File: config.mk
export PLATFORM = sky130hd
export DESIGN_NAME = mem_wb_skid
export DESIGN_NICKNAME = d
export VERILOG_FILES = /design/src/rtl/mem_wb_skid.sv
export SDC_FILE = /design/constraint.sdc
export NUM_CORES = 1
export LEC_CHECK = 0
export ABC_AREA = 1
export CAP_MARGIN = 40
export CORE_MARGIN = 2
export CORE_UTILIZATION = 45
export DETAILED_ROUTE_END_ITERATION = 7
export GPL_ROUTABILITY_DRIVEN = 0
export PLACE_DENSITY = 0.74
export SLEW_MARGIN = 20
export SYNTH_ARGS = -nofsm -noshare
export SYNTH_HDL_FRONTEND = slang
export SYNTH_SLANG_ARGS = --single-unit
File: constraint.sdc
create_clock -name clk -period 3.2 [get_ports clk]
set_input_delay 0.64 -clock clk [delete_from_list [all_inputs] [get_ports clk]]
set_output_delay 0.64 -clock clk [all_outputs]
set_load 0.02 [all_outputs]
File: src/rtl/mem_wb_skid.sv
// MEM->WB pipeline register with a 2-entry skid buffer, flush, forwarding view and stall counter.
// mem_ready comes from a flop, so there is no combinational path from wb_ready back to MEM.
module mem_wb_skid #(
    parameter int unsigned DATA_W = 32,
    parameter int unsigned ADDR_W = 5,
    parameter int unsigned WE_W   = 4,
    parameter int unsigned PC_W   = 32,
    parameter int unsigned OP_W   = 8,
    parameter int unsigned CNT_W  = 16
) (
    input  logic              clk,
    input  logic              rst,
    input  logic              flush,
    input  logic              mem_valid,
    output logic              mem_ready,
    input  logic [ADDR_W-1:0] mem_wd,
    input  logic [WE_W-1:0]   mem_wreg,
    input  logic [DATA_W-1:0] mem_wdata,
    input  logic [PC_W-1:0]   mem_pc,
    input  logic [OP_W-1:0]   mem_aluop,
    output logic              wb_valid,
    input  logic              wb_ready,
    output logic [ADDR_W-1:0] wb_wd,
    output logic [WE_W-1:0]   wb_wreg,
    output logic [DATA_W-1:0] wb_wdata,
    output logic [PC_W-1:0]   wb_pc,
    output logic [OP_W-1:0]   wb_aluop,
    output logic [WE_W-1:0]   fwd_hit_mask,
    output logic [CNT_W-1:0]  stall_cnt
);

    localparam int unsigned PW = ADDR_W + WE_W + DATA_W + PC_W + OP_W;

    typedef enum logic [1:0] {
        EMPTY = 2'd0,
        ONE   = 2'd1,
        TWO   = 2'd2
    } state_e;

    state_e            state_q, state_d;
    logic [PW-1:0]     head_q, head_d;
    logic [PW-1:0]     skid_q, skid_d;
    logic              mem_ready_q, mem_ready_d;
    logic [CNT_W-1:0]  stall_cnt_q, stall_cnt_d;

    logic [PW-1:0]     entry_in;
    logic [WE_W-1:0]   head_wreg;
    logic              acc;
    logic              pop;

    assign entry_in = {mem_wd, mem_wreg, mem_wdata, mem_pc, mem_aluop};
    assign {wb_wd, head_wreg, wb_wdata, wb_pc, wb_aluop} = head_q;

    assign wb_valid     = (state_q != EMPTY);
    assign wb_wreg      = wb_valid ? head_wreg : '0;
    assign fwd_hit_mask = wb_wreg & {WE_W{wb_wd != '0}};
    assign mem_ready    = mem_ready_q;
    assign stall_cnt    = stall_cnt_q;

    assign acc = mem_valid && mem_ready_q;
    assign pop = wb_valid && wb_ready;

    always_comb begin
        state_d     = state_q;
        head_d      = head_q;
        skid_d      = skid_q;
        stall_cnt_d = stall_cnt_q;

        if (flush) begin
            state_d = EMPTY;
        end else begin
            case (state_q)
                EMPTY: begin
                    if (acc) begin
                        head_d  = entry_in;
                        state_d = ONE;
                    end
                end
                ONE: begin
                    if (pop && acc) begin
                        head_d = entry_in;
                    end else if (pop) begin
                        state_d = EMPTY;
                    end else if (acc) begin
                        skid_d  = entry_in;
                        state_d = TWO;
                    end
                end
                TWO: begin
                    if (pop) begin
                        head_d  = skid_q;
                        state_d = ONE;
                    end
                end
                default: state_d = EMPTY;
            endcase
        end

        // Ready for next cycle is decided here so the output is a plain flop.
        mem_ready_d = (state_d != TWO);

        if (wb_valid && !wb_ready && (stall_cnt_q != '1)) begin
            stall_cnt_d = stall_cnt_q + CNT_W'(1);
        end
    end

    always_ff @(posedge clk or negedge rst) begin
        if (!rst) begin
            state_q     <= EMPTY;
            head_q      <= '0;
            skid_q      <= '0;
            mem_ready_q <= 1'b1;
            stall_cnt_q <= '0;
        end else begin
            state_q     <= state_d;
            head_q      <= head_d;
            skid_q      <= skid_d;
            mem_ready_q <= mem_ready_d;
            stall_cnt_q <= stall_cnt_d;
        end
    end

endmodule

After elaboration in Yosys (flattened, before gate mapping)
Index checks and enable logic that the tools add are counted.
{"block": "word_totals", "output_inout_bits": 103, "word_cells": 41, "regBits": 181, "in_bits": 86}
{"block": "classes", "n_reduce_logical": 12, "muxes": 12, "eq_ne": 7, "add_sub_neg": 1, "bitwise": 4}
{"op": "81-bit 2-to-1 mux", "count": 3}
{"op": "81-bit one-hot mux with 3 select lines", "count": 1}
{"op": "16-bit by 1-bit adder with 16-bit output (second input constant)", "count": 1}
{"op": "16-bit inequality test (second input constant)", "count": 1}
{"op": "2-bit 2-to-1 mux", "count": 6}
{"op": "5-bit AND reduction", "count": 2}
{"op": "2-bit inequality test (second input constant)", "count": 4}
{"op": "2-bit one-hot mux with 3 select lines", "count": 1}
{"op": "1-bit logical AND", "count": 5}
{"op": "5-bit nonzero test", "count": 1}
{"op": "4-bit bitwise AND", "count": 1}
{"op": "4-bit 2-to-1 mux", "count": 1}
{"op": "1-bit inverter", "count": 3}
{"op": "3-bit nonzero test", "count": 1}
{"op": "2-bit by 1-bit == test with 1-bit output (second input constant)", "count": 1}
{"op": "2-bit == test (second input constant)", "count": 1}
{"op": "2-bit zero test", "count": 1}
{"op": "2-bit nonzero test", "count": 1}
{"op": "1-bit zero test", "count": 1}

Depth between registers and ports, before layout
{"block": "depth", "word_depth": 7, "ltp_mapped": 9, "mapped_depth_nobuf": 9}

Least setup slack after synthesis
Ideal clock, no wire load.
{"block": "synth_timing", "path_type": "flip-flop to output port", "startpoint": "reg state_q[1]", "endpoint": "out fwd_hit_mask[0]", "path_slack_ns": 1.458, "required_time_ns": 2.560, "path_stages_with_launch": 5, "n_path_buf": 0, "arrival_time_ns": 1.102, "path_cell_list": "dfrtp_1 > nor2_4 > nor2_1 > nand2_1 > inv_1"}
{"block": "synth_via", "elab_chain_len": 3}
{"element": "start: declaration", "line_no": "40", "rtl": "state_e state_q, state_d;"}
{"element": "start signal: assignment", "line_no": "115", "rtl": "state_q <= state_d;"}
{"element": "2-bit nonzero test", "line_no": "54", "rtl": "assign wb_valid = (state_q != EMPTY);"}
{"element": "4-bit 2-to-1 mux", "line_no": "55", "rtl": "assign wb_wreg = wb_valid ? head_wreg : '0;"}
{"element": "net wb_wreg[0]", "line_no": "24", "rtl": "output logic [WE_W-1:0] wb_wreg,"}
{"element": "4-bit bitwise AND", "line_no": "56", "rtl": "assign fwd_hit_mask = wb_wreg & {WE_W{wb_wd != '0}};"}
{"element": "end: declaration", "line_no": "28", "rtl": "output logic [WE_W-1:0] fwd_hit_mask,"}
The timed path passes the listed nets, and every way through them passes these cells.

Worst setup path in the final report
{"block": "layout_timing", "startpoint": "reg head_q[79]", "endpoint": "out fwd_hit_mask[3]"}
{"block": "layout_via", "elab_chain_len": 2}
{"element": "start: declaration", "line_no": "41", "rtl": "logic [PW-1:0] head_q, head_d;"}
{"element": "start signal: assignment", "line_no": "110", "rtl": "head_q <= '0;"}
{"element": "start signal: assignment", "line_no": "116", "rtl": "head_q <= head_d;"}
{"element": "5-bit nonzero test", "line_no": "56"}
{"element": "4-bit bitwise AND", "line_no": "56"}
Every way passes these cells.

==> reports/summary.json <==
{
  "p_int": {"value": 4.88, "unit": "mW"},
  "synth.cell_area": {"value": 0.00858, "unit": "sq mm"},
  "totalPowerFinal": {"value": 7.06, "unit": "mW"},
  "timing_hold_violations_final": {"value": 0},
  "boundaryPins": {"value": 189},
  "floorplan.initialDensity": {"value": 45.9, "unit": "%"},
  "worstMarginPinSlew": {"value": 0.715, "unit": "ns"},
  "firstDrtPassIters": {"value": 5},
  "top_flip_flop_cell_by_instance_count_after_synthesis": {"value": "dfrtp_1"},
  "setup_viol_count_final": {"value": 0},
  "r2r-end": {"value": "head_q[58]"},
  "dpl.hpwl": {"value": 12600, "unit": "um"},
  "route.detailed.vias_per_inst": {"value": 4.94},
  "powerDensity": {"value": 659, "unit": "mW/mm^2"},
  "grt_start_max_net_pins": {"value": 109},
  "crit_arrival": {"value": 2.02, "unit": "ns"},
  "postSynthCellCount": {"value": 997},
  "layout.filler_cells": {"value": 1690},
  "via_count_of_the_first_global_routing_pass": {"value": 6377},
  "synth-seq-cells": {"value": 181},
  "sequential_area_share_after_synthesis": {"value": 52.8, "unit": "%"},
  "pwr-share-comb": {"value": 25.2, "unit": "%"},
  "layout_cells_sized_above_1": {"value": 5.00, "unit": "%"},
  "clock_path_buffers": {"value": 2},
  "synth-edff-count": {"value": 0},
  "grt_setup_unrepaired": {"value": "no"},
  "syn-num-nets": {"value": 1084},
  "via_count": {"value": 6590},
  "num_rows": {"value": 50},
  "ff2ff_path_depth": {"value": 4},
  "path_category_of_the_worst_min_delay_check": {"value": "input pin to async pin"},
  "post_drt_wl_per_cell": {"value": 14.3, "unit": "um"},
  "antenna_found_initial": {"value": 0},
  "critPathKind": {"value": "register to output port"},
  "finalCriticalPeriod": {"value": 2.66, "unit": "ns"},
  "cts_root_buf": {"value": "clkbuf_16"},
  "ff2ff_setup_slack": {"value": 1.32, "unit": "ns"},
  "timing_max_transition_violations_final": {"value": 0},
  "cts-htree-levels": {"value": 4},
  "switching_share": {"value": 30.8, "unit": "%"},
  "io_buffers": {"value": 188},
  "netlist-cell-type-count": {"value": 25},
  "clockPowerShare": {"value": 30.4, "unit": "%"},
  "dieArea": {"value": 0.0202, "unit": "sq mm"},
  "die_y": {"value": 142, "unit": "um"},
  "worst_clock_skew": {"value": 0.0112, "unit": "ns"},
  "status": {"value": "complete, no violations"},
  "synthesis.area_per_instance": {"value": 8.61, "unit": "sq um"},
  "detail_route.wirelength": {"value": 19100, "unit": "um"},
  "tritoncts": {"value": "done"},
  "ff_latch_area": {"value": 0.00453, "unit": "sq mm"},
  "critical_path.max_fanout": {"value": 4},
  "leakagePower": {"value": 5.37, "unit": "nW"},
  "cts_setup_buffers": {"value": 0},
  "diodes": {"value": 0},
  "grt-ovfl-total": {"value": 0},
  "timing.critical_path.to_type": {"value": "output port"},
  "wire_length_of_the_first_global_routing_pass": {"value": 31700, "unit": "um"},
  "regToRegStartpoint": {"value": "state_q[1]"},
  "cts_repair_resize_count": {"value": 0},
  "antenna_violating_nets_post_route": {"value": 0},
  "vdd_ir_drop_max": {"value": 351, "unit": "uV"},
  "global_route.usage.total": {"value": 19.6, "unit": "%"},
  "max_slew_margin": {"value": 52.3, "unit": "%"},
  "clock_sinks": {"value": 181},
  "drcViolationCount": {"value": 0},
  "ctsHoldBuffers": {"value": 0},
  "net-switching-power": {"value": 2.18, "unit": "mW"},
  "maxCapViolCount": {"value": 0},
  "fmax": {"value": 0.375, "unit": "GHz"},
  "syn_to_final_growth": {"value": 24.8, "unit": "%"},
  "yosys_warnings": {"value": 0},
  "cts-buffers-inserted": {"value": 17},
  "crit_required": {"value": 2.56, "unit": "ns"},
  "clk_latency": {"value": 0.43, "unit": "ns"},
  "horizontal_die_dimension": {"value": 142, "unit": "um"},
  "core": {"value": 0.0187, "unit": "sq mm"},
  "sequential_power_share": {"value": 44.5, "unit": "%"},
  "final.setup.tns": {"value": 0, "unit": "ns"},
  "asyncSetResetFlopFracSynth": {"value": 100, "unit": "%"},
  "kind_of_launch_point_of_the_worst_setup_path": {"value": "register"},
  "multi_input_comb_area": {"value": 0.00300, "unit": "sq mm"},
  "final_net_count": {"value": 1173},
  "detailedRoute.firstIterationViolations": {"value": 522},
  "clock_edge_transition_at_the_registers_on_the_reported_setup_and_hold_paths": {"value": 0.07, "unit": "ns"},
  "finalCritPeriodShare": {"value": 83.2, "unit": "%"}
}
==> worst max-delay path, cell delays in order, from the launching register on <==
cell and delay (ns):
dfrtp_1 0.39, nor3_1 0.28, nand2_1 0.24, nand2_1 0.11, inv_1 0.04, clkdlybuf4s50_1 0.56
==> final cells by class <==
cell class              count  share of cell area, %
flip-flops and latches    181                   42.3
multi-input cells         622                   28.0
repair buffers            200                   19.0
clock buffers              20                   4.36
well taps                 234                   2.73
inverters                  64                   2.24
clock inverters            12                   1.32
==> kinds of logic after synthesis <==
logic type | count (synthesis) | share of synthesized area, %
compound gates | 170 | 10.0
xor+xnor | 7 | 0.714
simple gates | 402 | 18.9
mux | 42 | 4.90
flops | 181 | 52.8
buf+inv | 194 | 12.5
fa+ha+maj | 1 | 0.146
==> power groups by stage <==
stage | clock, mW | combinational (mW) | sequential (mW)
2_1_floorplan | 0 | 1.26 | 3.12
3_3_place_gp | 0 | 1.75 | 3.16
3_5_place_dp | 0 | 1.80 | 3.17
4_1_cts | 2.18 | 1.80 | 3.14
5_1_grt | 2.29 | 1.96 | 3.21
6_report | 2.14 | 1.78 | 3.14
==> how the worst max path moves through the flow <==
stage               slack, ns         endpoint  cells after the start  startpoint
floorplan                1.46  fwd_hit_mask[0]                      4  state_q[1]
global placement         0.79       skid_q[24]                      6       flush
detailed placement       0.73       skid_q[13]                      6       flush
CTS                      0.49  fwd_hit_mask[3]                      5  head_q[79]
global route             0.35  fwd_hit_mask[0]                      5  head_q[78]
finish                   0.54  fwd_hit_mask[3]                      5  head_q[79]
==> metrics by stage <==
| step | cells | setup slack (ns) | util (%) | instance area, sq um | hold slack, ns |
|---|---|---|---|---|---|
| 3_3_place_gp | 1301 | 0.790 | 54.0 | 10100 | 0.452 |
| 6_report | 1333 | 0.536 | 57.3 | 10700 | 0.0688 |
| 3_5_place_dp | 1301 | 0.727 | 54.0 | 10100 | 0.458 |
| 4_1_cts | 1333 | 0.490 | 57.3 | 10700 | 0.0593 |
| 5_1_grt | 1333 | 0.354 | 57.3 | 10700 | 0.0629 |
| 2_1_floorplan | 997 | 1.46 | - | 8580 | 0.344 |
==> sequential cells by signal, indices dropped and copies added, names as in the netlist <==
| register | flops |
|---|---|
| head_q | 81 |
| mem_ready | 1 |
| skid_q | 81 |
| stall_cnt | 16 |
| state_q | 2 |
==> synthesized netlist by cell type, types with 2 or more instances <==
cell	count	area, sq um
nand2_1	316	1190
dfrtp_1	180	4500
o21ai_0	92	460
buf_4	86	646
o21ai_1	74	370
inv_1	62	233
nand3_1	49	245
mux2i_1	42	420
nor2_1	26	97.6
clkbuf_1	25	93.8
buf_2	18	90.1
xnor2_1	7	61.3
nand4_1	4	25.0
inv_2	2	7.51
nor2_4	2	22.5
nor3_1	2	10.0
o21bai_1	2	15.0
==> cell usage in the layout, fill, tap and decap left out, drive strengths merged, types with 13 or more instances in the layout <==
master,instances
inv,68
clkdlybuf4s50,187
clkbuf,20
nand2,316
nor2,28
buf,13
dfrtp,180
mux2i,42
nand3,50
o21ai,167
==> layer usage <==
| layer | vias to the layer above | wire [um] | track usage (%) |
|---|---|---|---|
| met2 | 166 | 9120 | 31.8 |
| met5 | - | 0 | 0 |
| met3 | 19 | 806 | 4.04 |
| met4 | 0 | 323 | 6.42 |
| met1 | 3121 | 8800 | 26.3 |
| li1 | 3284 | - | - |
Power figures use the tool's default switching activity.
